==> src/rtl/uart_receiver.sv <==
// 16x-oversampled 8N1 UART receiver; optional even parity via UART_RX_PARITY_EN.
// Latency: 2-clock synchroniser, rx_done registered one clock after the final stop tick.
// Backpressure: none; rx_done is a one-cycle strobe and data_out/flags hold until the next frame.
module uart_receiver #(
  parameter int DBITS   = 8,
  parameter int SB_TICK = 16
) (
  input  logic             clk_100MHz,
  input  logic             reset,
  input  logic             rx,
  input  logic             sample_tick,
  output logic [DBITS-1:0] data_out,
  output logic             rx_done,
  output logic             frame_err,
  output logic             parity_err,
  output logic [2:0]       state_out
);
  localparam int SW = (SB_TICK > 16) ? 5 : 4;
  localparam int NW = (DBITS > 1) ? $clog2(DBITS) : 1;
  localparam logic [SW-1:0] S_MID  = SW'(7);
  localparam logic [SW-1:0] S_LAST = SW'(15);
  localparam logic [SW-1:0] S_STOP = SW'(SB_TICK - 1);
  localparam logic [NW-1:0] N_LAST = NW'(DBITS - 1);

  typedef enum logic [2:0] {
    IDLE   = 3'd0,
    START  = 3'd1,
    DATA   = 3'd2,
    PARITY = 3'd3,
    STOP   = 3'd4
  } state_t;

  state_t           state;
  logic             rx_m;
  logic             rx_s;
  logic [SW-1:0]    s_cnt;
  logic [NW-1:0]    n_cnt;
  logic [DBITS-1:0] shreg;
`ifdef UART_RX_PARITY_EN
  logic             par_bit;
  logic             parity_err_q;
`endif

  // Both flops reset high so a reset never looks like a start edge.
  always_ff @(posedge clk_100MHz) begin
    if (reset) begin
      rx_m <= 1'b1;
      rx_s <= 1'b1;
    end else begin
      rx_m <= rx;
      rx_s <= rx_m;
    end
  end

  always_ff @(posedge clk_100MHz) begin
    if (reset) begin
      state     <= IDLE;
      s_cnt     <= '0;
      n_cnt     <= '0;
      shreg     <= '0;
      data_out  <= '0;
      rx_done   <= 1'b0;
      frame_err <= 1'b0;
`ifdef UART_RX_PARITY_EN
      par_bit      <= 1'b0;
      parity_err_q <= 1'b0;
`endif
    end else begin
      rx_done <= 1'b0;
      unique case (state)
        IDLE: begin
          if (!rx_s) begin
            state <= START;
            s_cnt <= '0;
          end
        end
        START: begin
          if (sample_tick) begin
            if (s_cnt == S_MID) begin
              if (!rx_s) begin
                s_cnt <= '0;
                n_cnt <= '0;
                state <= DATA;
              end else begin
                state <= IDLE;
              end
            end else begin
              s_cnt <= s_cnt + 1'b1;
            end
          end
        end
        DATA: begin
          if (sample_tick) begin
            if (s_cnt == S_LAST) begin
              s_cnt <= '0;
              shreg <= {rx_s, shreg[DBITS-1:1]};
              if (n_cnt == N_LAST) begin
`ifdef UART_RX_PARITY_EN
                state <= PARITY;
`else
                state <= STOP;
`endif
              end else begin
                n_cnt <= n_cnt + 1'b1;
              end
            end else begin
              s_cnt <= s_cnt + 1'b1;
            end
          end
        end
`ifdef UART_RX_PARITY_EN
        PARITY: begin
          if (sample_tick) begin
            if (s_cnt == S_LAST) begin
              par_bit <= rx_s;
              s_cnt   <= '0;
              state   <= STOP;
            end else begin
              s_cnt <= s_cnt + 1'b1;
            end
          end
        end
`endif
        STOP: begin
          if (sample_tick) begin
            if (s_cnt == S_STOP) begin
              data_out  <= shreg;
              rx_done   <= 1'b1;
              frame_err <= ~rx_s;
`ifdef UART_RX_PARITY_EN
              parity_err_q <= ^{shreg, par_bit};
`endif
              s_cnt <= '0;
              state <= IDLE;
            end else begin
              s_cnt <= s_cnt + 1'b1;
            end
          end
        end
        default: state <= IDLE;
      endcase
    end
  end

`ifdef UART_RX_PARITY_EN
  assign parity_err = parity_err_q;
`else
  assign parity_err = 1'b0;
`endif

  assign state_out = state;

endmodule
==> config.mk <==
export PLATFORM = sky130hd
export DESIGN_NAME = uart_receiver
export DESIGN_NICKNAME = d
export VERILOG_FILES = /design/src/rtl/uart_receiver.sv
export SDC_FILE = /design/constraint.sdc
export NUM_CORES = 1
export LEC_CHECK = 0
export ABC_AREA = 1
export CORE_UTILIZATION = 30
export CTS_BUF_LIST = sky130_fd_sc_hd__clkbuf_8
export CTS_CLUSTER_SIZE = 30
export DETAILED_ROUTE_END_ITERATION = 12
export GPL_TIMING_DRIVEN = 0
export PLACE_DENSITY_LB_ADDON = 0.3
export SYNTH_ARGS = -nofsm -noshare
export SYNTH_HDL_FRONTEND = slang
export SYNTH_SLANG_ARGS = --single-unit
==> constraint.sdc <==
create_clock -name clk_100MHz -period 3.9 [get_ports clk_100MHz]
set_input_delay 0.78 -clock clk_100MHz [delete_from_list [all_inputs] [get_ports clk_100MHz]]
set_output_delay 0.78 -clock clk_100MHz [all_outputs]
set_load 0.01 [all_outputs]
## After elaboration in Yosys (flattened, before gate mapping)

Index checks and enable logic that the tools add are counted.

- Flip-flop bits (word level): 30
- Output and inout port bits: 14
- Word-level logic and storage cells: 65

- Add/sub/neg operators: 2
- Eq/ne operators: 17
- Muxes and demuxes: 24
- Bitwise operators: 3
- Reduce and logical (&&, ||, !) cells: 10

Operators with widths:

| operator | count |
|---|---|
| $mux W3 | 14 |
| $mux W4 | 5 |
| $ne A2 B2 Y1 const B | 10 |
| $pmux W3 S4 | 1 |
| $pmux W4 S3 | 1 |
| $reduce_and A3 Y1 | 3 |
| $reduce_and A8 Y1 | 1 |
| $reduce_and A7 Y1 | 1 |
| $eq A3 B3 Y1 const B | 2 |
| $pmux W3 S2 | 1 |
| $add A4 B1 Y4 const B | 1 |
| $eq A4 B3 Y1 const B | 1 |
| $eq A4 B4 Y1 const B | 1 |
| $add A3 B1 Y3 const B | 1 |
| $eq A3 B1 Y1 const B | 1 |
| $eq A3 B2 Y1 const B | 1 |
| $logic_not A3 Y1 | 1 |
| $not A1 Y1 | 3 |
| $reduce_bool A3 Y1 | 1 |
| $reduce_or A3 Y1 | 1 |
| $mux W2 | 1 |
| $ne A2 B1 Y1 const B | 1 |
| $reduce_bool A2 Y1 | 1 |
| $reduce_or A2 Y1 | 1 |
| $mux W1 | 1 |

## Longest topological paths before layout

Gate-level depths: netlist (run 1).

- Word-level depth: 5
- Mapped depth: 10
- Mapped depth without buffers: 10

## Worst setup path after synthesis (run 1)

OpenSTA, ideal clock, no wires.

- Path kind: input -> register
- Start: input reset
- End: register s_cnt[3]
- Library setup time: 117 ps
- Arrival: 1394 ps
- Slack: 2389 ps
- Stages on the path: 5
- Path through: clkbuf_1 > inv_1 > clkbuf_1 > o21ai_0 > nor2_1

RTL lines:

| what | line | source |
|---|---|---|
| from (decl) | 9 | `input logic reset,` |
| to (signal assigned) | 88 | `s_cnt <= s_cnt + 1'b1;` |
| to (signal assigned) | 107 | `s_cnt <= s_cnt + 1'b1;` |
| to (signal assigned) | 136 | `s_cnt <= s_cnt + 1'b1;` |
| to (decl) | 36 | `logic [SW-1:0] s_cnt;` |

## Final worst setup path (run 1)

- Start: register state[2] (netlist: state_out[2])
- End: output state_out[2]

RTL lines:

| what | line | source |
|---|---|---|
| from (decl) | 33 | `state_t state;` |
| from (signal assigned) | 57 | `state <= IDLE;` |
| from (signal assigned) | 73 | `state <= START;` |
| from (signal assigned) | 83 | `state <= DATA;` |
| to (decl) | 16 | `output logic [2:0] state_out` |

No word-level cell between the ends.

==> metrics.md, run 1 <==
| Metric | Value |
|---|---|
| Yosys cell types | `23` |
| Req. time, crit path | `3120 ps` |
| Largest stage delay, worst path | `570 ps` |
| Largest net degree at the start of global routing | `11` |
| Drt total wl | `3.00 mm` |
| Critical Path, Cell by Cell | `clkdlybuf4s50_1` |
| Routed wire per std cell | `10.9 um` |
| Power Total | `about 930 uW` |
| Hold Slack | `413 ps` |
| Post-CTS sizing | `0` |
| Clock sink count | `30` |
| Combinational Power Share | `0.334` |
| Fin nets | `229` |
| Clk_skew | `between 1.5 and 2 ps` |
| Commonest non-fill, non-tap cell in the layout | `nor2_1` |
| Tot GR Track Use | `0.135` |
| Final hold vios | `0` |
| Area leader, netlist | `dfxtp_1` |
| Final Cell Area | `between 0.0015 and 0.002 mm2` |
| Post-CTS setup buffer count | `0` |
| Run status | `complete, no violations` |
| First-pass GRT wire length | `5.24 mm` |
| Initial antenna violation count | `0` |
| Fin Setup TNS | `0 ps` |
| Bufs and invs on worst path | `1` |
| Number of CTS-inserted buffers | `5` |
| HP Class | `reg2reg` |
| Skew-Pair Late Insertion Delay | `280 ps` |
| Int Pwr | `578 uW` |
| Area added between synthesis and finish | `21.8%` |
| Std cell rows | `24` |
| # hold bufs at CTS | `0` |
| Area fraction of the dominant cell type after synthesis | `0.423` |
| Fin crit share | `0.520` |
| Dpl hpwl | `2.09 mm` |
| Vias in the first global route | `1147` |
| Drt first-iter violations | `62` |
| Achievable Freq | `about 0.5 GHz` |
| Max-slew violations | `0` |
| Die width | `just over 70 um` |
| Top post-synthesis cells by area | `dfxtp_1 (42%), nor2_1 (11%), nand2_1 (8.7%)` |
| PwrDens | `roughly 540 mW/mm2` |
| Sequential Power Share | `0.387` |
| CP Capture Type | `output port` |
| Max Buffers Root-to-Sink | `2` |
| # H-tree levels | `2` |
| Die Ht | `70.8 um` |
| Grt ovf | `0` |
| PortBufs | `15` |
| Clock power share | `0.280` |
| # diodes | `0` |
| # DRC | `0` |
| Register area share after synthesis | `0.423` |
| Worst vdd ir | `0.236 mV` |
| Crit path arrival time | `1250 ps` |
| Crit-path leading delay family | `buffers and inverters` |
| Synthesized flop and latch total | `30` |
| Placed cell areas | `0.00164 mm2` |
| Critical Path Source Type | `flip-flop` |
| Synth warnings | `0` |
| Commonest cells after routing, fill and taps aside | `nor2_1 (41), nand2_1 (33), dfxtp_1 (30)` |
| Net Sw Frac | `0.378` |
| CTS tree | `done` |
| Core Region | `0.00444 mm2` |
| Synthesized cell area | `approximately 0.0014 mm2` |
| IO Count | `18` |
| P_sw | `351 uW` |
| # placed instances | `about 270` |
| Final Setup Violations | `0` |
| RSZ-0062 raised after global routing | `no` |
| Critical path type | `reg2out` |
| Initial Utilization | `0.320` |
| Slowest cell on crit path | `clkdlybuf4s50_1` |
| Min Tclk post-route | `~2000 ps` |
| ANT nets after route | `0` |
| Via count | `1278` |
| Placer Congestion | `0.842` |
| Syn Nets | `around 210` |
| Root Driver | `clkbuf_8` |
| Worst-path fanout max | `5` |
| Layout cell share with drive strength beyond 1 | `0.112` |
| Clock-pin slew on the worst setup and hold paths | `60 ps` |
| Final cell count without fillers | `around 280` |
| Post-Synthesis Cells | `200` |
| DR pass1 iterations | `6` |
| Static leakage | `roughly 0.8 nW` |
| # Max-Cap Violations | `0` |
| Die area | `0.00502 mm2` |
| Mean post-synth cell area | `7.11 um2` |
| DR vias/cell | `4.65` |
## path summary, 6_finish.rpt
path                      from      endpoint  slack (ps)  cells after the start
setup / recovery  state_out[2]  state_out[2]        1870                      1
hold / removal            rx_m          rx_s         410                      1
setup reg to reg      s_cnt[1]  state_out[1]        2340                      8
hold reg to reg           rx_m          rx_s         410                      1
## per-stage QoR
step / utilization / setup slack [ps]
3_3_place_gp: 0.368 / 1720
3_5_place_dp: 0.368 / 1720
2_1_floorplan: - / 2390
6_report: 0.390 / 1870
5_1_grt: 0.390 / 1840
4_1_cts: 0.390 / 1850
## state kept, by name (all words and copies together), names as in the netlist
signal     cells
rx_s           1
frame_err      1
s_cnt          4
rx_m           1
state_out      3
data_out       8
shreg          8
n_cnt          3
rx_done        1
## cell type report
cell class                      instances  area [um2]
Fill cell                             487        2710
Clock inverter                          2        12.5
Multi-Input combinational cell        143         704
Timing Repair Buffer                   15         150
Tap cell                               52        65.1
Buffer                                  6        37.5
Clock buffer                            6        82.6
Sequential cell                        30         601
Inverter                               21        78.8
## cells by family after synthesis
family                   Yosys count  share of synthesized area
flip-flops                        30                      0.423
AO/OA/AOI/OAI                     30                      0.114
AND/OR/NAND/NOR                  109                      0.353
buffers and inverters             27                     0.0819
other                              1                    0.00264
adder cells (fa/ha/maj)            3                     0.0264
## power groups by stage
stage	Combinational [mW]	Sequential [mW]	Clock [mW]
finish	0.310	0.359	0.260
global route	0.351	0.363	0.285
CTS	0.310	0.359	0.271
detailed placement	0.308	0.366	0
global placement	0.308	0.366	0
floorplan	0.229	0.365	0
## metal layers
| layer | GRT usage | wire, um |
|---|---|---|
| met4 | 0.0800 | 75 |
| met3 | 0.0299 | 139 |
| met5 | 0 | 0 |
| met2 | 0.198 | 1270 |
| met1 | 0.180 | 1520 |
## synthesized netlist by cell type (all sizes together)
| cell | count |
|---|---|
| nor2 | 44 |
| nand2 | 35 |
| dfxtp | 30 |
| o21ai | 22 |
| inv | 21 |
| nand3 | 20 |
| a21oi | 8 |
| nand4 | 6 |
| buf | 3 |
| clkbuf | 3 |
| ha | 3 |
| nor3 | 2 |
| or2 | 2 |
| conb | 1 |
No activity file was read; power rests on OpenSTA's default activity.
==> inputs of run 2 (changes only) <==
- clock period: 3.9 -> 2 ns (I/O delays scaled with it)
==> results of run 2 <==
Same layout as run 1 (identical final DEF). Status: complete, no violations.
Main changes from that run: setup slack after placement 1720 ps -> 196 ps; setup slack after layout 1870 ps -> 350 ps; register-to-register setup slack 2340 ps -> 440 ps; total power 0.929 mW -> 1.81 mW; worst IR drop on VDD 0.236 mV -> 0.460 mV
